File: src/rtl/fetch_unit_pkg.sv
// Shared constants, state encoding and helpers for the instruction-fetch stage.
// Holds the ISA-level defaults (ILEN, XLEN, instruction step, reset PC).
package fetch_unit_pkg;

    localparam int unsigned XLEN_DEF     = 64;
    localparam int unsigned ILEN_DEF     = 32;
    localparam int unsigned INSTR_STEP   = 4;
    localparam logic [63:0] RESET_PC_DEF = '0;

    typedef enum logic [1:0] {
        ST_IDLE  = 2'd0,
        ST_RUN   = 2'd1,
        ST_FAULT = 2'd2
    } fetch_state_e;

    function automatic bit is_misaligned(input logic [1:0] lsb);
        return lsb != 2'b00;
    endfunction

endpackage

File: src/rtl/fetch_unit_if.sv
// Fetch-stage bus: instruction-memory port, redirect input and decode handshake.
// master = fetch unit side, slave = memory/decode environment side.
interface fetch_unit_if
    import fetch_unit_pkg::*;
#(
    parameter int unsigned XLEN = XLEN_DEF,
    parameter int unsigned ILEN = ILEN_DEF
);
    logic            im_req;
    logic [XLEN-1:0] im_addr;
    logic            im_ready;
    logic            im_rvalid;
    logic [ILEN-1:0] im_rdata;
    logic            redirect;
    logic [XLEN-1:0] redirect_pc;
    logic            ir_valid;
    logic [ILEN-1:0] ir;
    logic [XLEN-1:0] ir_pc;
    logic            ir_ready;
    logic            fetch_fault;

    modport master (
        output im_req, im_addr, ir_valid, ir, ir_pc, fetch_fault,
        input  im_ready, im_rvalid, im_rdata, redirect, redirect_pc, ir_ready
    );

    modport slave (
        input  im_req, im_addr, ir_valid, ir, ir_pc, fetch_fault,
        output im_ready, im_rvalid, im_rdata, redirect, redirect_pc, ir_ready
    );
endinterface

File: src/rtl/fetch_unit_fifo.sv
// Synchronous prefetch FIFO with flush; head is a registered storage read.
// Caller must not push when full unless popping in the same cycle.
module fetch_fifo #(
    parameter int unsigned     WIDTH      = 96,
    parameter int unsigned     DEPTH      = 2,
    parameter logic [WIDTH-1:0] RESET_WORD = '0
) (
    input  logic                     CLK,
    input  logic                     RST_N,
    input  logic                     i_push,
    input  logic                     i_pop,
    input  logic                     i_flush,
    input  logic [WIDTH-1:0]         i_wdata,
    output logic [WIDTH-1:0]         o_rdata,
    output logic [$clog2(DEPTH):0]   o_count,
    output logic                     o_full,
    output logic                     o_empty
);
    localparam int unsigned AW = $clog2(DEPTH);

    logic [WIDTH-1:0] r_mem [DEPTH];
    logic [AW-1:0]    r_wptr;
    logic [AW-1:0]    r_rptr;
    logic [AW:0]      r_count;
    logic             w_do_push;
    logic             w_do_pop;

    always_comb begin
        o_empty   = (r_count == '0);
        o_full    = (r_count == (AW+1)'(DEPTH));
        o_count   = r_count;
        o_rdata   = r_mem[r_rptr];
        w_do_pop  = i_pop & ~o_empty & ~i_flush;
        w_do_push = i_push & ~i_flush;
    end

    always_ff @(posedge CLK or negedge RST_N) begin
        if (!RST_N) begin
            r_wptr  <= '0;
            r_rptr  <= '0;
            r_count <= '0;
            for (int unsigned i = 0; i < DEPTH; i++) begin
                r_mem[i] <= RESET_WORD;
            end
        end else if (i_flush) begin
            r_wptr  <= '0;
            r_rptr  <= '0;
            r_count <= '0;
        end else begin
            if (w_do_push) begin
                r_mem[r_wptr] <= i_wdata;
                r_wptr        <= r_wptr + AW'(1);
            end
            if (w_do_pop) begin
                r_rptr <= r_rptr + AW'(1);
            end
            r_count <= r_count + (AW+1)'(w_do_push) - (AW+1)'(w_do_pop);
        end
    end
endmodule

File: src/rtl/fetch_unit.sv
// Request/response instruction-fetch engine: owns the fetch PC, bounds in-flight
// requests by free FIFO space, and drops stale responses after a redirect.
module fetch_unit
    import fetch_unit_pkg::*;
#(
    parameter int unsigned     XLEN     = XLEN_DEF,
    parameter int unsigned     ILEN     = ILEN_DEF,
    parameter int unsigned     DEPTH    = 2,
    parameter logic [XLEN-1:0] RESET_PC = XLEN'(RESET_PC_DEF)
) (
    input  logic          CLK,
    input  logic          RST_N,
    fetch_unit_if.master  bus
);
    localparam int unsigned     CW      = $clog2(DEPTH) + 1;
    localparam int unsigned     FW      = XLEN + ILEN;
    localparam logic [CW:0]     DEPTH_W = (CW+1)'(DEPTH);
    localparam logic [XLEN-1:0] STEP    = XLEN'(INSTR_STEP);

    fetch_state_e    r_state;
    logic [XLEN-1:0] r_fpc;
    logic [XLEN-1:0] r_rpc;
    logic [CW-1:0]   r_outst;
    logic [CW-1:0]   r_drop;

    logic [CW-1:0]   w_fcount;
    logic            w_full;
    logic            w_empty;
    logic [FW-1:0]   w_head;
    logic            w_req;
    logic            w_accept;
    logic            w_resp;
    logic            w_push;
    logic            w_pop;
    logic [CW-1:0]   w_outst_nxt;
    logic [XLEN-1:0] w_redir_pc;

    // Requests are gated on reserved space (in flight + buffered), so a response never finds the FIFO full.
    always_comb begin
        w_req       = (r_state == ST_RUN) &&
                      (({1'b0, r_outst} + {1'b0, w_fcount}) < DEPTH_W);
        w_accept    = w_req & bus.im_ready;
        w_resp      = bus.im_rvalid & (r_outst != '0);
        w_pop       = ~w_empty & bus.ir_ready & ~bus.redirect;
        w_push      = w_resp & (r_drop == '0) & ~bus.redirect & (~w_full | w_pop);
        w_outst_nxt = r_outst + CW'(w_accept) - CW'(w_resp);
        w_redir_pc  = {bus.redirect_pc[XLEN-1:2], 2'b00};
    end

    always_ff @(posedge CLK or negedge RST_N) begin
        if (!RST_N) begin
            r_state <= ST_IDLE;
            r_fpc   <= RESET_PC;
            r_rpc   <= RESET_PC;
            r_outst <= '0;
            r_drop  <= '0;
        end else begin
            r_outst <= w_outst_nxt;
            if (bus.redirect) begin
                r_fpc  <= w_redir_pc;
                r_rpc  <= w_redir_pc;
                r_drop <= w_outst_nxt;
                if (is_misaligned(bus.redirect_pc[1:0])) begin
                    r_state <= ST_FAULT;
                end else if (r_state == ST_IDLE) begin
                    r_state <= ST_RUN;
                end
            end else begin
                if (w_accept) begin
                    r_fpc <= r_fpc + STEP;
                end
                if (w_push) begin
                    r_rpc <= r_rpc + STEP;
                end
                if (w_resp && (r_drop != '0)) begin
                    r_drop <= r_drop - CW'(1);
                end
                if (r_state == ST_IDLE) begin
                    r_state <= ST_RUN;
                end
            end
        end
    end

    fetch_fifo #(
        .WIDTH      (FW),
        .DEPTH      (DEPTH),
        .RESET_WORD ({RESET_PC, {ILEN{1'b0}}})
    ) u_fifo (
        .CLK     (CLK),
        .RST_N   (RST_N),
        .i_push  (w_push),
        .i_pop   (w_pop),
        .i_flush (bus.redirect),
        .i_wdata ({r_rpc, bus.im_rdata}),
        .o_rdata (w_head),
        .o_count (w_fcount),
        .o_full  (w_full),
        .o_empty (w_empty)
    );

    assign bus.im_req      = w_req;
    assign bus.im_addr     = r_fpc;
    assign bus.ir_valid    = ~w_empty;
    assign bus.ir          = w_head[ILEN-1:0];
    assign bus.ir_pc       = w_head[FW-1:ILEN];
    assign bus.fetch_fault = (r_state == ST_FAULT);
endmodule

File: src/flat_wrapper.sv
// flat-port wrapper written by rule: the top's interface ports become plain ports
module fetch_unit_flat import fetch_unit_pkg::*;
#(
    parameter int unsigned     XLEN     = XLEN_DEF,
    parameter int unsigned     ILEN     = ILEN_DEF,
    parameter int unsigned     DEPTH    = 2,
    parameter logic [XLEN-1:0] RESET_PC = XLEN'(RESET_PC_DEF)
)
  (CLK, RST_N, bus_im_req, bus_im_addr, bus_ir_valid, bus_ir, bus_ir_pc, bus_fetch_fault, bus_im_ready, bus_im_rvalid, bus_im_rdata, bus_redirect, bus_redirect_pc, bus_ir_ready);
  fetch_unit_if #(.XLEN(XLEN), .ILEN(ILEN)) bus_i ();
  input  logic CLK;
  input  logic RST_N;
  output wire logic [$bits(bus_i.im_req)-1:0] bus_im_req;
  output wire logic [$bits(bus_i.im_addr)-1:0] bus_im_addr;
  output wire logic [$bits(bus_i.ir_valid)-1:0] bus_ir_valid;
  output wire logic [$bits(bus_i.ir)-1:0] bus_ir;
  output wire logic [$bits(bus_i.ir_pc)-1:0] bus_ir_pc;
  output wire logic [$bits(bus_i.fetch_fault)-1:0] bus_fetch_fault;
  input wire logic [$bits(bus_i.im_ready)-1:0] bus_im_ready;
  input wire logic [$bits(bus_i.im_rvalid)-1:0] bus_im_rvalid;
  input wire logic [$bits(bus_i.im_rdata)-1:0] bus_im_rdata;
  input wire logic [$bits(bus_i.redirect)-1:0] bus_redirect;
  input wire logic [$bits(bus_i.redirect_pc)-1:0] bus_redirect_pc;
  input wire logic [$bits(bus_i.ir_ready)-1:0] bus_ir_ready;
  assign bus_im_req = bus_i.im_req;
  assign bus_im_addr = bus_i.im_addr;
  assign bus_ir_valid = bus_i.ir_valid;
  assign bus_ir = bus_i.ir;
  assign bus_ir_pc = bus_i.ir_pc;
  assign bus_fetch_fault = bus_i.fetch_fault;
  assign bus_i.im_ready = bus_im_ready;
  assign bus_i.im_rvalid = bus_im_rvalid;
  assign bus_i.im_rdata = bus_im_rdata;
  assign bus_i.redirect = bus_redirect;
  assign bus_i.redirect_pc = bus_redirect_pc;
  assign bus_i.ir_ready = bus_ir_ready;
  fetch_unit #(.XLEN(XLEN), .ILEN(ILEN), .DEPTH(DEPTH), .RESET_PC(RESET_PC)) u_core (.CLK(CLK), .RST_N(RST_N), .bus(bus_i));
endmodule
File: config.mk
export PLATFORM = sky130hd
export DESIGN_NAME = fetch_unit_flat
export DESIGN_NICKNAME = d
export VERILOG_FILES = /design/src/rtl/fetch_unit_pkg.sv /design/src/rtl/fetch_unit_if.sv /design/src/rtl/fetch_unit_fifo.sv /design/src/rtl/fetch_unit.sv /design/src/flat_wrapper.sv
export SDC_FILE = /design/constraint.sdc
export NUM_CORES = 1
export LEC_CHECK = 0
export BUFFER_PORTS_ARGS = -buffer_cell sky130_fd_sc_hd__buf_2
export CAP_MARGIN = 10
export CORE_MARGIN = 2
export CORE_UTILIZATION = 40
export CTS_CLUSTER_SIZE = 14
export DETAILED_ROUTE_END_ITERATION = 12
export HOLD_SLACK_MARGIN = 0.03
export PLACE_DENSITY = 0.66
export SYNTH_ARGS = -nofsm -noshare
export SYNTH_HDL_FRONTEND = slang
export SYNTH_SLANG_ARGS = --single-unit
File: constraint.sdc
create_clock -name CLK -period 3.15 [get_ports CLK]
set_input_delay 0.1575 -clock CLK [delete_from_list [all_inputs] [get_ports CLK]]
set_output_delay 0.1575 -clock CLK [all_outputs]
set_load 0.05 [all_outputs]
After elaboration in Yosys (flattened, before gate mapping). Index checks and enable logic that the tools add are counted.

Flip-flop bits (word level): 330. Input port bits: 102. Output and inout port bits: 163.

$add $sub $neg: 10. Order comparisons: 4. Eq/ne operators: 3. Mux-type cells: 20. Bitwise logic cells: 16. Reductions and logical operators: 15.

Operators with widths (number): $mux 96 (4); $mux 64 (4); $bwmux 192 (1); $add 64x3->64 const B (2); $demux 96 s1 (1); $reduce_bool 2->1 (8); $mux 2 (6); $and 1x1->1 (10); $logic_not 2->1 (3); $add 2x1->2 (2); $eq 2x2->1 const B (2); $ge 2x2->1 const B (2); $mux 1 (4); $not 1->2 (2); $sub 2x1->2 (2); $add 2x2->3 (1); $logic_and 1x1->1 (3); $lt 3x2->1 const B (1); $not 1->1 (3); $add 1x1->1 const B (2); $eq 2x1->1 const B (1); $lt 2x1->1 const B (1); $reduce_and 2->1 (1); $sub 2x1->2 const B (1); $or 1x1->1 (1).

Logic depth before layout (Yosys ltp). Gate-level depths: netlist of the first run.

Depth after elaboration: 10. Depth in mapped cells: 13. Gate-level depth less buffers: 11.

Modules after synthesis. From an unflattened synthesis of the first run, not the netlist that was laid out.

Cells, all modules: 1430. Area total of the unflattened synthesis: 16233.1 µm².

Modules (own cells, without submodules): fetch_fifo (instances 1, cells an instance 534, area an instance 8489.4 µm², sequential area each 4904.7 µm²); fetch_unit (instances 1, cells an instance 896, area an instance 7743.7 µm², sequential area each 3253.1 µm²).

Least setup slack after synthesis of the first run. Ideal clock, no wire load.

Path type: reg2reg. Start: register u_core.u_fifo.r_count[0], in the netlist u_core.u_fifo.o_count[0]. End: register u_core.r_fpc[63], in the netlist u_core.bus.im_addr[63]. Arrival: 3.299 ns. Setup slack: -0.273 ns. Stages on the path, launching flop included: 9. Path buffers: 1. Clock period less this slack: 3.423 ns. Cells stage by stage: dfrtp_1 > and2_1 > fa_1 > nor4b_4 > nand4_4 > or4_1 > buf_2 > o311a_1 > a211o_1.

Cells in the longest elaborated chain, start to end: 5.

RTL lines: from (decl) (line fetch_unit_fifo.sv:24) `logic [AW:0] r_count;`; from (signal assigned) (line fetch_unit_fifo.sv:57) `r_count <= r_count + (AW+1)'(w_do_push) - (AW+1)'(w_do_pop);`; $add 2x2->3 (line fetch_unit.sv:41) `(({1'b0, r_outst} + {1'b0, w_fcount}) < DEPTH_W);`; $lt 3x2->1 (line fetch_unit.sv:41); $logic_and 1x1->1 (line fetch_unit.sv:40) `w_req = (r_state == ST_RUN) &&`; net bus_im_req (line flat_wrapper.sv:13) `output wire logic [$bits(bus_i.im_req)-1:0] bus_im_req;`; $and 1x1->1 (line fetch_unit.sv:42) `w_accept = w_req & bus.im_ready;`; $reduce_bool 2->1 (no line); to (signal assigned) (line fetch_unit.sv:60) `r_fpc <= w_redir_pc;`; to (signal assigned) (line fetch_unit.sv:70) `r_fpc <= r_fpc + STEP;`; to (decl) (line fetch_unit.sv:21) `logic [XLEN-1:0] r_fpc;`.

The timed path passes the listed nets, and every way through them passes these cells. A chain may end at the register's enable or synchronous reset.

Worst setup path in the final report of the first run.
Start: register u_core.r_outst[0]. End: register u_core.r_fpc[57], in the netlist u_core.bus.im_addr[57].

Cells in the longest elaborated chain, start to end: 5.

RTL lines: from (decl) (line fetch_unit.sv:23) `logic [CW-1:0] r_outst;`; from (signal assigned) (line fetch_unit.sv:58) `r_outst <= w_outst_nxt;`; $add 2x2->3 (line fetch_unit.sv:41); $lt 3x2->1 (line fetch_unit.sv:41); $logic_and 1x1->1 (line fetch_unit.sv:40); $and 1x1->1 (line fetch_unit.sv:42); $reduce_bool 2->1 (no line).

Every way passes these cells.

==> results.toml, run 1 <==
[finish]
final_common_cell = "dfrtp_1"
multi_input_area_um2 = 8090
layout.nets = 1933
fin_util_pct = 51.0
fillers = 3566
layout-drive-gt1-share_pct = 38.0
seq_area_um2 = 8060
areaGrowthSynthToFinish_pct = 25.8
layout_common_cells = "321 x dfrtp_1, 310 x mux2_2, 259 x buf_2"

[power_and_ir_drop]
cellInternalPower_uw = 10400
p_switching_uw = 7190
p_leak_uw = 0.00910
swShare_pct = 40.8
powerDensity_nw_per_um2 = 846
seq_power_share_pct = 36.0
p_comb_share_pct = 39.7
pwr-share-clk_pct = 24.3
power_uw = 17600
ir_worst_vdd_uv = 627

[drt]
drtAntennaViolNets = 0
wl_per_cell_um = 21.4
drc = 0
wl_um = 51100
via_per_inst = 5.74
drtIter0Drc = 1159
via_count = 13670
dr.pass1.iters = 5

[sta]
setup_viol = 0
fin_crit_ps = 3000
final.period_utilization_pct = 95.4
tightest_slew_ps = 928
finalHoldViolations = 0
tns_ps = 0
max-slew-margin-rel_pct = 38.1
clock.fmax_mhz = 333
slew_viol_final = 0
clock_skew_ps = 14.0
rsz0062_at_grt = "no"

[cts]
cts.sinks = 322
htreeDepth = 2
clock_latency_ps = 550
clk_pin_slew_ps = 50
clk_path_buf_depth = 3
cts_root_buffer = "clkbuf_16"
cts_tree = "yes"
cts_inserted_buffers = 37

[min_path]
hold_class = "input port to register"
min_from = "bus_redirect_pc[33]"

[critical_path]
endpoint_kind = "register"
startpoint = "u_core.r_outst[0]"
cp-start-kind = "register"
crit_type = "register to register"
critPathRequiredTime_ps = 3600
worst-path-max-fanout = 16
critPathArrivalTime_ps = 3460
timing.reg2reg.setup_slack_ps = 150
timing.rr.start = "u_core.r_outst[0]"

[synthesis]
yosys.cell_types.count = 70
avgSynthCellArea_um2 = 11.2
synth-seq-area-share_pct = 48.7
synth-async-reset-ratio_pct = 100
synth_edf_count = 0
syn_area_um2 = 16500
synth_ff_type = "dfrtp_1"
ys_ff_latch = 322
syn-instance-count = 1473
synth_warnings = 0

[floorplanning]
initial_core_util_pct = 40.5
fp.dieArea_um2 = 43000
num_io_pins = 265
die_y_um = 207
die_x_um = 207
core_um2 = 40800
num_rows = 74

[job]
cap_viol_max_count = 0

[global_route]
grt_pass1_wl_um = 79400
grt_pass1_vias = 13625
grt_overflow = 0
antenna_found_initial = 1
grt_max_degree = 103
track_usage_pct = 23.3

[place]
port_buffers = 260
dp_hpwl_um = 36200
gp_congestion = 0.928

[outcome]
status = "completed"
==> power groups by stage <==
stage	clock (uW)	sequential (uW)	combinational, uW
finish	4290	6340	6990
global route	4540	6530	7390
CTS	4380	6320	7040
detailed placement	0	6390	6920
global placement	0	6280	6840
floorplan	0	6270	5240
==> critical path, cell delays in order, from the launching register on <==
cell     delay (ps)
dfrtp_1         400
and2_1          170
fa_1            480
nor4b_4         260
buf_4           180
nand4_4          80
buf_4           220
or3_1           450
or4_1           500
a31oi_1         190
==> cell families after synthesis <==
family                     Yosys count  share of synthesized area (%)
other                                1                         0.0227
adders and majority gates            8                          0.650
DFF                                322                           48.7
AOI/OAI and AO/OA                  151                           6.23
muxes                              323                           21.9
and+or+nand+nor                    495                           16.5
xor gates and xnor gates            64                           3.39
buffers and inverters              109                           2.62
==> cell usage after synthesis (all sizes together) (14+ instances only) <==
master	number	area share, %
clkbuf	72	1.6
o21ai	42	1.3
inv	16	0.36
nand4	54	2.2
or4	30	1.4
and4	14	0.74
mux2	310	21
nor4	41	1.7
nor2	51	1.2
buf	20	0.60
or3	22	0.83
xor2	31	1.6
and2	19	0.72
nand3	58	1.8
nor3	28	0.88
o211ai	16	0.73
a31oi	21	0.79
xnor2	33	1.7
and3	15	0.57
nand2	127	2.9
dfrtp	322	49
==> timing repair <==
item                                   4_1_cts  5_1_grt
hold buffers                                95        0
resized for setup                            0        1
setup endpoints to repair                    0        5
buffers inserted                             0        1
endpoints found under the hold margin      274        0
==> flip-flops by register name, indices dropped and copies added, names as in the netlist <==
| register | flops |
|---|---|
| u_core.r_drop | 2 |
| u_core.r_outst | 2 |
| u_core.u_fifo.r_wptr | 1 |
| u_core.u_fifo.o_count | 2 |
| u_core.r_state | 2 |
| u_core.r_rpc | 62 |
| u_core.bus.im_addr | 62 |
| u_core.u_fifo.r_mem | 188 |
| u_core.u_fifo.r_rptr | 1 |
==> final timing paths <==
check | to | depth (start not counted)
worst min-delay path | u_core.bus.im_addr[33] | 3
worst max register to register | u_core.bus.im_addr[57] | 9
worst min register to register | u_core.u_fifo.r_mem[69] | 2
worst max-delay path | u_core.bus.im_addr[57] | 9
min in group asynchronous | u_core.bus.im_addr[60] | 2
max in group asynchronous | u_core.u_fifo.r_mem[62] | 3
==> final cells by class <==
cell class | instances | share of cell area (%)
Antenna cell | 1 | 0.0120
Clock buffer | 56 | 5.62
Clock inverter | 9 | 0.252
Inverter | 17 | 0.312
Multi-Input combinational cell | 1045 | 38.9
Sequential cell | 322 | 38.7
Tap cell | 532 | 3.20
Timing Repair Buffer | 400 | 13.0
==> metrics by stage <==
stage / setup WS (ps) / area, um^2 / hold slack (ps) / cells
finish: 146 / 20800 / 49.8 / 2382
global route: 22.1 / 20800 / 71.6 / 2382
CTS: 103 / 20800 / 33.8 / 2380
detailed placement: 120 / 18600 / 284 / 2220
global placement: 198 / 18600 / 292 / 2220
floorplan: -192 / 16600 / -138 / 1476
==> routing by layer <==
| metal | GRT usage, % | vias to the layer above | part of all wire [%] |
|---|---|---|---|
| met5 | 0 | - | 0 |
| li1 | - | 6146 | - |
| met1 | 32.2 | 6792 | 43 |
| met3 | 4.24 | 114 | 7.2 |
| met2 | 36.7 | 618 | 46 |
| met4 | 8.79 | 0 | 3.8 |
No activity file was read; power rests on OpenSTA's default activity.
==> run 2: changes to the inputs <==
RECOVER_POWER = 50   (was unset)
==> results.toml, run 2 (synthesis gave the netlist of run 1 again) <==
[finish]
regMostFlops = "u_core.u_fifo.r_mem"
finalInstanceArea_um2 = 20600
layout_common_cells = "321 x dfrtp_1, 310 x mux2_2, 191 x buf_2"
areaGrowthSynthToFinish_pct = 24.8
fin_util_pct = 50.6
final_common_cell = "dfrtp_1"
largest_register_ffs = 188
layout-drive-gt1-share_pct = 33.9
layout.nets = 1933

[power_and_ir_drop]
swShare_pct = 40.9
seq_power_share_pct = 36.1
pwr-share-clk_pct = 24.4
p_switching_uw = 7190
powerDensity_nw_per_um2 = 851
p_comb_share_pct = 39.5
p_leak_uw = 0.00887
cellInternalPower_uw = 10400
ir_worst_vdd_uv = 633

[floorplanning]
die_x_um = 207
initial_core_util_pct = 40.5
die_y_um = 207
core_um2 = 40800
num_rows = 74
fp.dieArea_um2 = 43000
num_io_pins = 265

[place]
dp_hpwl_um = 36200
pre_cts_slack_ps = 120
gp_congestion = 0.928
post_dp_cell_area_um2 = 18600
port_buffers = 260

[outcome]
status = "complete, but fails checks"
failed_checks = "capacitance limit, slew limit"

[critical_path]
crit_type = "register to register"
timing.reg2reg.setup_slack_ps = 110
ff2ff_path_depth = 6
critPathArrivalTime_ps = 3520
endpoint_kind = "register"
critPathRequiredTime_ps = 3630
regToRegEndpoint = "u_core.r_rpc[58]"
timing.rr.start = "u_core.r_outst[1]"
worst-path-max-fanout = 42
cp-start-kind = "register"

[cts]
cts_root_buffer = "clkbuf_16"
cts_tree = "yes"
htreeDepth = 2
cts.sinks = 322
clk_pin_slew_ps = 60
cts_inserted_buffers = 37
clock_latency_ps = 550
clk_path_buf_depth = 3

[sta]
tightest_slew_ps = 1950
rsz0062_at_grt = "no"
slew_viol_final = 37
clock_skew_ps = 18.2
final.period_utilization_pct = 96.6
finalHoldViolations = 0
fin_crit_ps = 3040
worst_slack_ps = 109
setup_viol = 0
whs_ps = 48.2
clock.fmax_mhz = 329
max-slew-margin-rel_pct = -29.7
tns_ps = 0

[job]
cap_viol_max_count = 1

[global_route]
grt_overflow = 0
grt_pass1_wl_um = 79400
track_usage_pct = 23.3
grt_max_degree = 103
antenna_found_initial = 1
grt_pass1_vias = 13625

[min_path]
whs_path_depth = 3
min_from = "bus_redirect_pc[33]"
hold_class = "input port to register"
worstHoldEndpoint = "u_core.r_rpc[33]"

[drt]
via_count = 13689
via_per_inst = 5.75
drtAntennaViolNets = 0
wl_um = 51100
wl_per_cell_um = 21.4
drc = 0
dr.pass1.iters = 8
drtIter0Drc = 1180
==> run 2: cell types whose count changed in the layout (fill, tap and decap cells not counted) <==
cell and delta:
buf_12 -4, buf_2 -68, buf_4 -5, clkbuf_1 +73
clkbuf_2 +4, inv_1 +1, inv_2 -1, nor2_1 +1
nor2_4 -1
==> run 2: worst max path at each step <==
stage	depth (start not counted)	start	end	slack, ps
2_1_floorplan	8	u_core.u_fifo.o_count[0]	u_core.bus.im_addr[52]	-190
3_3_place_gp	7	u_core.r_outst[0]	u_core.bus.im_addr[55]	200
3_5_place_dp	7	u_core.r_outst[0]	u_core.bus.im_addr[63]	120
4_1_cts	7	u_core.r_outst[0]	u_core.bus.im_addr[63]	100
5_1_grt	9	u_core.r_outst[0]	u_core.bus.im_addr[57]	20
6_report	6	u_core.r_outst[1]	u_core.r_rpc[58]	110
==> run 2: routing by layer <==
layer / up-vias / GRT usage (%) / part of all wire [%]
met3: 116 / 4.24 / 7.1
met1: 6804 / 32.2 / 43
met2: 621 / 36.7 / 46
met5: - / 0 / 0
li1: 6148 / - / -
met4: 0 / 8.79 / 3.8
==> run 2: cell type report <==
type                       instances  area, um^2
timing repair buffer             400        2550
antenna                            1        2.50
sequential                       322        8060
tap                              532         666
fill                            3629       20200
clock inverter                     9        52.6
clock buffer                      56        1170
multi-input combinational       1045        8080
inverter                          17        65.1
==> run 2: power by group through the flow <==
stage	registers (uW)	clock network, uW	logic (uW)
floorplan	6270	0	5240
global placement	6280	0	6840
detailed placement	6390	0	6920
CTS	6320	4380	7040
global route	6530	4540	7340
finish	6340	4290	6940
==> run 2: stage by stage <==
step	power, uW	cells
2_1_floorplan	11500	1476
6_report	17600	2382
4_1_cts	17700	2380
5_1_grt	18400	2382
3_5_place_dp	13300	2220
3_3_place_gp	13100	2220
==> run 2: critical path, stage by stage (launching register included) <==
cell	delay, ps
dfrtp_1	400
o21ai_0	270
nor3_4	260
clkbuf_2	790
nand4_1	520
or4_1	630
nand3b_1	100
==> run 2: timing repair <==
item,CTS,global route
buffers inserted,0,1
gates resized for setup,0,1
setup endpoints to repair,0,5
endpoints found under the hold margin,274,0
hold buffers,95,0
